**src/rtl/fetch_align_ctrl.sv**
```systemverilog
// Instruction fetch sequencer for an RV32IC front end: word-aligned memory reads,
// halfword-aligned instruction extraction, and a one-halfword carry buffer.
module fetch_align_ctrl #(
    parameter logic [31:0] RESET_PC = 32'h00000060
) (
    input  logic        clk,
    input  logic        rst,
    input  logic        redirect,
    input  logic [31:0] redirect_pc,
    output logic        imem_read,
    output logic [31:0] imem_address,
    input  logic [31:0] imem_rdata,
    input  logic        imem_resp,
    output logic        instr_valid,
    input  logic        instr_ready,
    output logic [31:0] instr,
    output logic [31:0] instr_pc,
    output logic        instr_compressed
);

    typedef enum logic [1:0] {IDLE, REQ, OUT, DRAIN} state_t;

    state_t      state, state_n;
    logic [31:0] fetch_pc, pc_n;
    logic [15:0] half_buf, hb_n;
    logic        half_valid, hv_n;
    logic [31:0] addr_n, instr_n, ipc_n;
    logic        iv_n, ic_n;
    logic        new_txn;

    function automatic logic is_full(input logic [1:0] lo);
        return lo == 2'b11;
    endfunction

    assign imem_read = (state == REQ) || (state == DRAIN);

    always_comb begin
        state_n = state;
        pc_n    = fetch_pc;
        hb_n    = half_buf;
        hv_n    = half_valid;
        iv_n    = instr_valid;
        instr_n = instr;
        ipc_n   = instr_pc;
        ic_n    = instr_compressed;
        new_txn = 1'b0;
        if (redirect) begin
            // A read already on the bus cannot be cancelled, so its data is drained.
            pc_n = redirect_pc & ~32'd1;
            hv_n = 1'b0;
            iv_n = 1'b0;
            if ((state == REQ || state == DRAIN) && !imem_resp) begin
                state_n = DRAIN;
            end else begin
                state_n = REQ;
                new_txn = 1'b1;
            end
        end else begin
            case (state)
                IDLE: begin
                    state_n = REQ;
                    new_txn = 1'b1;
                end
                REQ: begin
                    if (imem_resp) begin
                        ipc_n = fetch_pc;
                        if (half_valid) begin
                            instr_n = {imem_rdata[15:0], half_buf};
                            ic_n    = 1'b0;
                            hb_n    = imem_rdata[31:16];
                            pc_n    = fetch_pc + 32'd4;
                            iv_n    = 1'b1;
                            state_n = OUT;
                        end else if (!fetch_pc[1]) begin
                            iv_n    = 1'b1;
                            state_n = OUT;
                            if (!is_full(imem_rdata[1:0])) begin
                                instr_n = {16'h0000, imem_rdata[15:0]};
                                ic_n    = 1'b1;
                                hb_n    = imem_rdata[31:16];
                                hv_n    = 1'b1;
                                pc_n    = fetch_pc + 32'd2;
                            end else begin
                                instr_n = imem_rdata;
                                ic_n    = 1'b0;
                                pc_n    = fetch_pc + 32'd4;
                            end
                        end else if (!is_full(imem_rdata[17:16])) begin
                            instr_n = {16'h0000, imem_rdata[31:16]};
                            ic_n    = 1'b1;
                            pc_n    = fetch_pc + 32'd2;
                            iv_n    = 1'b1;
                            state_n = OUT;
                        end else begin
                            // Lower half of a straddling 32-bit instruction: fetch the next word.
                            hb_n    = imem_rdata[31:16];
                            hv_n    = 1'b1;
                            new_txn = 1'b1;
                        end
                    end
                end
                OUT: begin
                    if (instr_ready) begin
                        if (half_valid && !is_full(half_buf[1:0])) begin
                            instr_n = {16'h0000, half_buf};
                            ipc_n   = fetch_pc;
                            ic_n    = 1'b1;
                            pc_n    = fetch_pc + 32'd2;
                            hv_n    = 1'b0;
                            iv_n    = 1'b1;
                        end else begin
                            iv_n    = 1'b0;
                            state_n = REQ;
                            new_txn = 1'b1;
                        end
                    end
                end
                DRAIN: begin
                    if (imem_resp) begin
                        state_n = REQ;
                        new_txn = 1'b1;
                    end
                end
                default: state_n = IDLE;
            endcase
        end
        addr_n = imem_address;
        if (new_txn) begin
            addr_n = {pc_n[31:2], 2'b00} + (hv_n ? 32'd4 : 32'd0);
        end
    end

    always_ff @(posedge clk or posedge rst) begin
        if (rst) begin
            state            <= IDLE;
            fetch_pc         <= RESET_PC & ~32'd1;
            half_buf         <= '0;
            half_valid       <= 1'b0;
            imem_address     <= '0;
            instr_valid      <= 1'b0;
            instr            <= '0;
            instr_pc         <= '0;
            instr_compressed <= 1'b0;
        end else begin
            state            <= state_n;
            fetch_pc         <= pc_n;
            half_buf         <= hb_n;
            half_valid       <= hv_n;
            imem_address     <= addr_n;
            instr_valid      <= iv_n;
            instr            <= instr_n;
            instr_pc         <= ipc_n;
            instr_compressed <= ic_n;
        end
    end

endmodule

```
**config.mk**
```make
export PLATFORM = sky130hd
export DESIGN_NAME = fetch_align_ctrl
export DESIGN_NICKNAME = d
export VERILOG_FILES = /design/src/rtl/fetch_align_ctrl.sv
export SDC_FILE = /design/constraint.sdc
export NUM_CORES = 1
export LEC_CHECK = 0
export ABC_AREA = 1
export CORE_AREA = 2 2 176 178
export CTS_CLUSTER_DIAMETER = 120
export DETAILED_ROUTE_END_ITERATION = 16
export DIE_AREA = 0 0 178 180
export PLACE_DENSITY = 0.62
export SLEW_MARGIN = 0
export SYNTH_ARGS = -nofsm -noshare
export SYNTH_HDL_FRONTEND = slang
export SYNTH_SLANG_ARGS = --single-unit
```
**constraint.sdc**
```tcl
create_clock -name clk -period 6.7 [get_ports clk]
set_input_delay 1.005 -clock clk [delete_from_list [all_inputs] [get_ports clk]]
set_output_delay 1.005 -clock clk [all_outputs]
set_load 0.01 [all_outputs]
```
== Word level (Yosys, flattened, before mapping) ==
Cells that the tools add are included.

* $add $sub $neg: 3
* Multiply operators: 0
* Divide/modulo/power cells: 0
* $lt $le $gt $ge: 0
* Eq/ne operators: 18
* Shifts and indexed selects: 0
* Mux-type cells: 68
* Bitwise operators: 1
* Reduce and logical (&&, ||, !) cells: 15

{| class="wikitable"
|+ Operators by type and width
! operator !! count
|-
| $mux 32 || 18
|-
| $pmux 32 s2 || 3
|-
| $mux 16 || 4
|-
| $add 32x2->32 const B || 1
|-
| $add 32x3->32 || 1
|-
| $add 32x3->32 const B || 1
|-
| $mux 1 || 28
|-
| $reduce_and 5->1 || 4
|-
| $mux 2 || 9
|-
| $ne 3x3->1 const B || 6
|-
| $eq 2x2->1 const B || 5
|-
| $pmux 2 s4 || 1
|-
| $reduce_and 4->1 || 2
|-
| $ne 2x2->1 const B || 3
|-
| $pmux 1 s2 || 3
|-
| $reduce_and 6->1 || 1
|-
| $ne 5x5->1 const B || 1
|-
| $ne 4x4->1 const B || 1
|-
| $pmux 1 s4 || 1
|-
| $mux 3 || 1
|-
| $ne 3x1->1 const B || 1
|-
| $reduce_bool 3->1 || 1
|-
| $eq 2x1->1 const B || 1
|-
| $logic_and 1x1->1 || 2
|-
| 5 further kinds || 6
|}

* Register bits: 149
* Bits in latches: 0
* Bits in writable memories: 0
* Memory bits (read-only): 0
* Input port bits: 69
* Output and inout port bits: 99
* Word-level logic and storage cells: 116
* Memories kept: 0

== Depth between registers and ports, before layout ==
Gate-level depths: netlist (run 1).

* Depth in word-level cells: 9
* Gate-level depth with buffers: 24
* Mapped depth without buffers: 23

== Worst setup path after synthesis (run 1) ==
OpenSTA, ideal clock, no wires.

* Path type: input -> register
* Start: in redirect
* End: reg imem_address[20]
* Setup time: 117 ps
* Data arrival time: 3275 ps
* Required time: 6583 ps
* Slack: 3307 ps
* Cell stages on the path: 17
* Buffers on the path: 3
* Cells stage by stage: clkbuf_1 > clkinv_1 > clkbuf_1 > clkbuf_1 > nor2_1 > a21oi_1 > ha_1 > ha_1 > inv_1 > a21oi_1 > nand2_1 > nor2_1 > nand3_1 > nor2_2 > nand3_1 > nand3_1 > nand2_1

* Elaborated cells on any way between the ends: 5
* Classes of those cells: add/sub: 1; mux: 4

{| class="wikitable"
|+ RTL lines
! what !! line !! text
|-
| start: declaration || 8 || <nowiki>input logic redirect,</nowiki>
|-
| $mux 32 || 47 || <nowiki>if (redirect) begin</nowiki>
|-
| via pc_n[2] || 24 || <nowiki>logic [31:0] fetch_pc, pc_n;</nowiki>
|-
| $add 32x3->32 || 129 || <nowiki>addr_n = {pc_n[31:2], 2'b00} + (hv_n ? 32'd4 : 32'd0);</nowiki>
|-
| end signal: assignment || 149 || <nowiki>imem_address <= addr_n;</nowiki>
|-
| end: declaration || 11 || <nowiki>output logic [31:0] imem_address,</nowiki>
|}

The timed path passes the listed nets, and every way through them passes these cells.
A chain may end at the register's enable or synchronous reset.

== Worst setup path in the final report (run 1) ==
* Start: in imem_rdata[1]
* End: reg imem_address[22]

* Elaborated cells on any way between the ends: 15
* Classes of those cells: add/sub: 1; eq/ne: 1; mux: 13

{| class="wikitable"
|+ RTL lines
! what !! line !! text
|-
| start: declaration || 12 || <nowiki>input logic [31:0] imem_rdata,</nowiki>
|-
| $eq 2x2->1 || 32 || <nowiki>return lo == 2'b11;</nowiki>
|-
| $mux 32 || 77 || <nowiki>if (!is_full(imem_rdata[1:0])) begin</nowiki>
|-
| $mux 32 || 74 || <nowiki>end else if (!fetch_pc[1]) begin</nowiki>
|-
| $mux 32 || 67 || <nowiki>if (half_valid) begin</nowiki>
|-
| $mux 32 || 65 || <nowiki>if (imem_resp) begin</nowiki>
|-
| $pmux 32 s2 || 59 || <nowiki>case (state)</nowiki>
|-
| $mux 32 || 47 ||
|-
| via pc_n[2] || 24 ||
|-
| $add 32x3->32 || 129 ||
|}

The timed path passes the listed nets, and every way through them passes these cells. The select of a mux whose other input is x is not followed.

==> metrics, run 1 <==
status=finished clean; Fmax achieved=224 MHz; core area=0.0302 mm^2; Hold Buf Count CTS=0; worst slack, placed=1.90 ns; Vias=11200; Cell Rows=64; Mapped Cells=1603; n_diodes=0; fin. max-slew vios=0; Worst Setup Start Kind=primary input; synthesized flop and latch total=145; Clock Latency Late Sink=0.45 ns; wire length of the first global-routing pass=60900 um; dpl hpwl=29100 um; Yosys cell types=48; Slew HR=0.294; Tightest Pin Transition=1.06 ns; Final setup violation count=0; DRT Wirelength=39400 um; Final period util=0.667; Final min period=4.47 ns; Post-synth top flop=dfrtp_1; flop2flop setup slack=2.39 ns; CP endpoint kind=register; Syn-to-layout area delta=24.5%; IO Pins=168; Setup TNS=0 ns; Power Density=442 mW/mm^2; Mean Syn Cell Area=6.53 um^2; vias in the first global route=10600; final worst slack=2.23 ns; Hold EP=instr[4]$_DFFE_PP0P_; CTS root buf=clkbuf_16; Post CTS Setup Buffer Count=0; Total Die Area=0.0320 mm^2; Overall Power=5.76 mW; clock-pin slew on the worst setup and hold paths=0.06 ns; R2R depth=19; Async SR Flop Fraction=1.00; final antenna-violating net count=0; static leakage=6.00 nW; grt total ovfl=0; most frequent cell after synthesis=nand2_1; Reg-to-Reg Start=state[1]$_DFFE_PP0P_; worst hold path startpoint=instr[4]$_DFFE_PP0P_; WS Path Type=in2reg; largest net degree at the start of global routing=104; All-Layer GR Usage=0.245; post_cts resized=0; # DRC=0; initial antenna violation count=0; Cell Area, Synth=0.0105 mm^2; die extent in y=180 um; Post-synth EDFFs=0; RSZ-0062 raised after global routing=no; nets=1813; vias per cell=5.21; Max Root-Sink Buffers=2; Synth area leader=dfrtp_1; GPL Wtd Cong=0.963; Initial DRT Pass Iterations=6; critical path arrival=4.80 ns; Seq/Total Area, Yosys=0.347; drt wl/cell=18.3 um; max-cap violations=0; clock sink count=145; CP Max Fanout=13; CTS tree=built; number of buffer cells added on primary ports=163; Worst Hold Class=reg2reg; Critical Path RT=7.03 ns; Fin. Hold Viols=0; Fin Clk Skew=0.0184 ns; placed cell count=2113; Initial Util=0.347; Fillers=3148; Ys Warns=0; synth cell count leaders=nand2_1, nand3_1, dfrtp_1; non-filler instance count after layout=2145; Hold Path Depth=2; maximum VDD drop=177 uV; share of cells above drive strength 1=0.109; FF-to-FF End=imem_address[27]$_DFFE_PP0P_; htree depth=4; DRT iter0 DRCs=990; DIE WIDTH=178 um; Core Util, Final=0.431; share of the synthesized area in the top cell type=0.342; synth top area cells=dfrtp_1, nand2_1, nand3_1; CTS Buf Count=17
-- worst max-delay path, stage by stage --
cell and delay, ns:
clkdlybuf4s50_1 0.45, nand2_1 0.16, nand2_1 0.11, nand2_1 0.41, o21ai_0 0.15, nor2_1 0.14
nor2_1 0.04, o21ai_0 0.14, o21ai_0 0.10, a21oi_1 0.42, ha_1 0.32, ha_1 0.18
inv_1 0.06, a21oi_1 0.22, nand2_1 0.14, nor2_1 0.17, nand3_1 0.16, nor2_2 0.17
nand3_1 0.08, nand3_1 0.09, nand2_1 0.05
-- per-layer routing --
| metal | share of wire | wire, um | global-route usage |
|---|---|---|---|
| met2 | 0.45 | 17900 | 0.394 |
| met1 | 0.45 | 17800 | 0.339 |
| met5 | 0 | 0 | 0 |
| met4 | 0.025 | 999 | 0.0780 |
| met3 | 0.067 | 2620 | 0.0355 |
-- cell families after synthesis --
family	Yosys count	share of synthesized area
fa+ha+maj	8	0.00957
other cells	1	0.000358
simple gates	981	0.423
buf+inv	213	0.0813
mux	2	0.00215
flops	145	0.347
compound gates	244	0.129
xor+xnor	9	0.00753
-- how the worst max path moves through the flow --
stage	startpoint	slack (ns)	to	cells past startpoint
global placement	imem_rdata[17]	1.98	imem_address[22]$_DFFE_PP0P_	22
floorplan	rst	1.80	fetch_pc[10]$_DFF_PP0_	1
finish	imem_rdata[1]	2.23	imem_address[22]$_DFFE_PP0P_	21
CTS	imem_rdata[1]	2.36	imem_address[22]$_DFFE_PP0P_	21
global route	imem_rdata[1]	1.91	imem_address[26]$_DFFE_PP0P_	21
detailed placement	imem_rdata[1]	1.90	imem_address[26]$_DFFE_PP0P_	21
-- registers in the layout, summed over array words and instances, names as in the netlist --
register	flops
state	2
instr	32
imem_address	30
instr_valid	1
instr_compressed	1
half_valid	1
instr_pc	31
fetch_pc	31
half_buf	16
-- cell type report --
cell class,count,area (um^2),area share
inverter,153,579,0.0445
clock inverter,12,170,0.0131
tap,396,495,0.0381
timing repair buffer,172,1690,0.130
clock buffer,20,447,0.0343
sequential,145,3630,0.279
multi-input combinational,1247,6000,0.461
-- cells in the final DEF, fill, tap and decap left out, drive strengths merged --
master	count
a21boi	2
a21oi	66
a221oi	1
a22oi	17
a31oi	6
and2	1
buf	10
bufinv	3
clkbuf	20
clkdlybuf4s50	162
clkinv	5
clkinvlp	3
conb	3
dfrtp	143
dfstp	2
ha	8
inv	154
mux2	2
nand2	613
nand3	180
nand3b	1
nand4	15
nor2	154
nor3	11
o211ai	4
o21a	1
o21ai	143
o221ai	1
o22ai	1
o31ai	1
o32ai	1
or2	6
xnor2	2
xor2	7
-- where the power goes --
part           switching, mW  total, mW  internal [mW]
clock                  0.437       1.04          0.605
combinational           1.97       3.10           1.13
sequential             0.341       1.62           1.27
-- metrics by stage --
step,area [um^2],hold WS [ns]
6_report,13000,0.473
5_1_grt,13000,0.490
4_1_cts,13000,0.474
2_1_floorplan,10500,0.447
3_3_place_gp,12400,0.454
3_5_place_dp,12400,0.458
Note: power is estimated with default switching activity, not from simulation.
==> run 2: changes to the inputs <==
==> constraint.sdc (replaced) <==
create_clock -name clk -period 4.4 [get_ports clk]
set_input_delay 0.66 -clock clk [delete_from_list [all_inputs] [get_ports clk]]
set_output_delay 0.66 -clock clk [all_outputs]
set_load 0.01 [all_outputs]
==> run 2 against run 1 <==
Compared with the run above: routed wire length down 0.21%; largest cell class unchanged; critical path type is now reg2reg; sequential share of layout area down 0.27 points; clock power is 46% higher; clock skew down 0.0030 ns; non-clock buffer count up 20; register-to-register slack got worse by 1.7 ns; via count up 1.3%; hold slack better by 0.00095 ns; sequential power rose by 52%; combinational power is 55% higher; final cell count grew 0.93%.
==> metrics, run 2 (synthesis gave the netlist of run 1 again) <==
status=finished clean; Worst Setup Start Kind=register; Fmax achieved=267 MHz; grt total ovfl=0 (unchanged); Final setup violation count=0 (unchanged); critical path arrival=4.08 ns (-0.72 ns); DIE WIDTH=178 um (unchanged); post_cts resized=0 (unchanged); Hold Path Depth=2 (unchanged); number of flip-flops in the largest register=32 (unchanged); flop2flop setup slack=0.65 ns (-1.74 ns); final antenna-violating net count=0 (unchanged); # DRC=0 (unchanged); Power Density=669 mW/mm^2 (+51%); Fin Clk Skew=0.0154 ns (-0.00301 ns); commonest non-fill, non-tap cell in the layout=nand2_1; htree depth=4 (unchanged); Final period util=0.852; Cell Rows=64 (unchanged); Initial DRT Pass Iterations=7 (+1); Worst Hold Class=reg2reg; static leakage=6.10 nW (+1.6%); WS Path Type=reg2reg; Fin. Hold Viols=0 (unchanged); CP endpoint kind=register; non-filler instance count after layout=2165 (+0.93%); Core Util, Final=0.436 (+0.00419); worst hold path startpoint=instr[5]$_DFFE_PP0P_; n_diodes=0 (unchanged); CP Max Fanout=11 (-2); maximum VDD drop=252 uV (+42%); Hold EP=instr[5]$_DFFE_PP0P_; Reg area=0.00363 mm^2 (unchanged); nets=1833 (+1.1%); initial antenna violation count=0 (unchanged); Final min period=3.75 ns; DRT iter0 DRCs=1097 (+11%); GPL Wtd Cong=0.975 (+1.2%); Total Die Area=0.0320 mm^2 (unchanged); DRT Wirelength=39300 um (-0.21%); share of cells above drive strength 1=0.119 (+0.0106); Biggest register=instr; max-cap violations=0 (unchanged); Syn-to-layout area delta=25.7%; Tightest Pin Transition=0.988 ns (-0.0690 ns); wire length of the first global-routing pass=61500 um (+0.91%); drt wl/cell=18.1 um (-1.1%); CTS root buf=clkbuf_16; Fin Hold WS=0.474 ns (+0.000948 ns); clock-pin slew on the worst setup and hold paths=0.07 ns (about the same); Post CTS Setup Buffer Count=0 (unchanged); Reg-to-Reg Start=state[0]$_DFFE_PP0P_; Slew HR=0.340 (+0.0461); Largest regs=instr x32, fetch_pc x31, instr_pc x31; CTS tree=built; Fillers=3164 (+0.51%); Setup TNS=0 ns (unchanged); dpl hpwl=29700 um (+2.1%); FF-to-FF End=imem_address[26]$_DFFE_PP0P_; Initial Util=0.347 (unchanged); Max Root-Sink Buffers=2 (unchanged); number of buffer cells added on primary ports=163 (unchanged); largest net degree at the start of global routing=125 (+20%); IO Pins=168 (unchanged); vias per cell=5.23 (+0.40%); fin. max-slew vios=0 (unchanged); All-Layer GR Usage=0.247 (+0.00208); multi-input logic area=0.00600 mm^2 (-0.13%); Clock Latency Late Sink=0.44 ns (about the same); Critical Path RT=4.73 ns (-2.30 ns); CTS Buf Count=17 (unchanged); Hold Buf Count CTS=0 (unchanged); R2R depth=18 (-1); die extent in y=180 um (unchanged); placed cell count=2133 (+0.95%); core area=0.0302 mm^2 (unchanged); vias in the first global route=10900 (+2.9%); commonest non-fill, non-tap cells in the layout=nand2_1, nand3_1, clkdlybuf4s50_1; clock sink count=145 (unchanged); RSZ-0062 raised after global routing=no; Vias=11300 (+1.3%)
-- run 2: cell type report --
cell class | count | share of cell area
clock buffer | 18 | 0.0326
clock inverter | 14 | 0.0122
inverter | 153 | 0.0440
multi-input combinational | 1247 | 0.456
sequential | 145 | 0.276
tap | 396 | 0.0377
timing repair buffer | 192 | 0.141
-- run 2: metal layers --
metal  track usage  share of wire
met1         0.345           0.46
met2         0.382           0.44
met3        0.0412          0.073
met4        0.0944          0.034
met5             0              0
-- run 2: where the power goes --
part | switching (mW) | total [mW] | internal (mW)
logic | 3.01 | 4.82 | 1.80
clock network | 0.707 | 1.52 | 0.811
registers | 0.521 | 2.46 | 1.94
total | 4.24 | 8.79 | 4.55
-- run 2: worst max-delay path by stage --
| stage | startpoint | to | slack, ns | cells after the start |
|---|---|---|---|---|
| 2_1_floorplan | redirect | imem_address[20]$_DFFE_PP0P_ | 1.35 | 17 |
| 3_3_place_gp | imem_rdata[1] | imem_address[26]$_DFFE_PP0P_ | 0.45 | 21 |
| 3_5_place_dp | imem_rdata[1] | imem_address[22]$_DFFE_PP0P_ | 0.42 | 21 |
| 4_1_cts | state[0]$_DFFE_PP0P_ | imem_address[26]$_DFFE_PP0P_ | 0.72 | 18 |
| 5_1_grt | fetch_pc[1]$_DFFE_PP0P_ | imem_address[26]$_DFFE_PP0P_ | 0.34 | 22 |
| 6_report | state[0]$_DFFE_PP0P_ | imem_address[26]$_DFFE_PP0P_ | 0.65 | 18 |
-- run 2: metrics by stage --
step / setup WS, ns / cell area [um^2] / power [mW]
floorplan: 1.35 / 10500 / 5.19
global placement: 0.446 / 12600 / 7.22
detailed placement: 0.422 / 12600 / 7.25
CTS: 0.719 / 13100 / 8.80
global route: 0.336 / 13100 / 9.48
finish: 0.650 / 13100 / 8.79
-- run 2: critical path, cell delays in order (launching register included) --
cell and delay [ns]:
dfrtp_1 0.40, inv_1 0.08, ha_1 0.48, inv_2 0.22, buf_4 0.24, nor2_1 0.22, nand2_1 0.12, a21oi_1 0.28
ha_1 0.28, ha_1 0.20, inv_1 0.06, a21oi_1 0.20, nand2_1 0.16, nor3_2 0.35, nand3_1 0.12, nand2_1 0.07
nand2_1 0.04, nand2_1 0.05, nand2_1 0.05
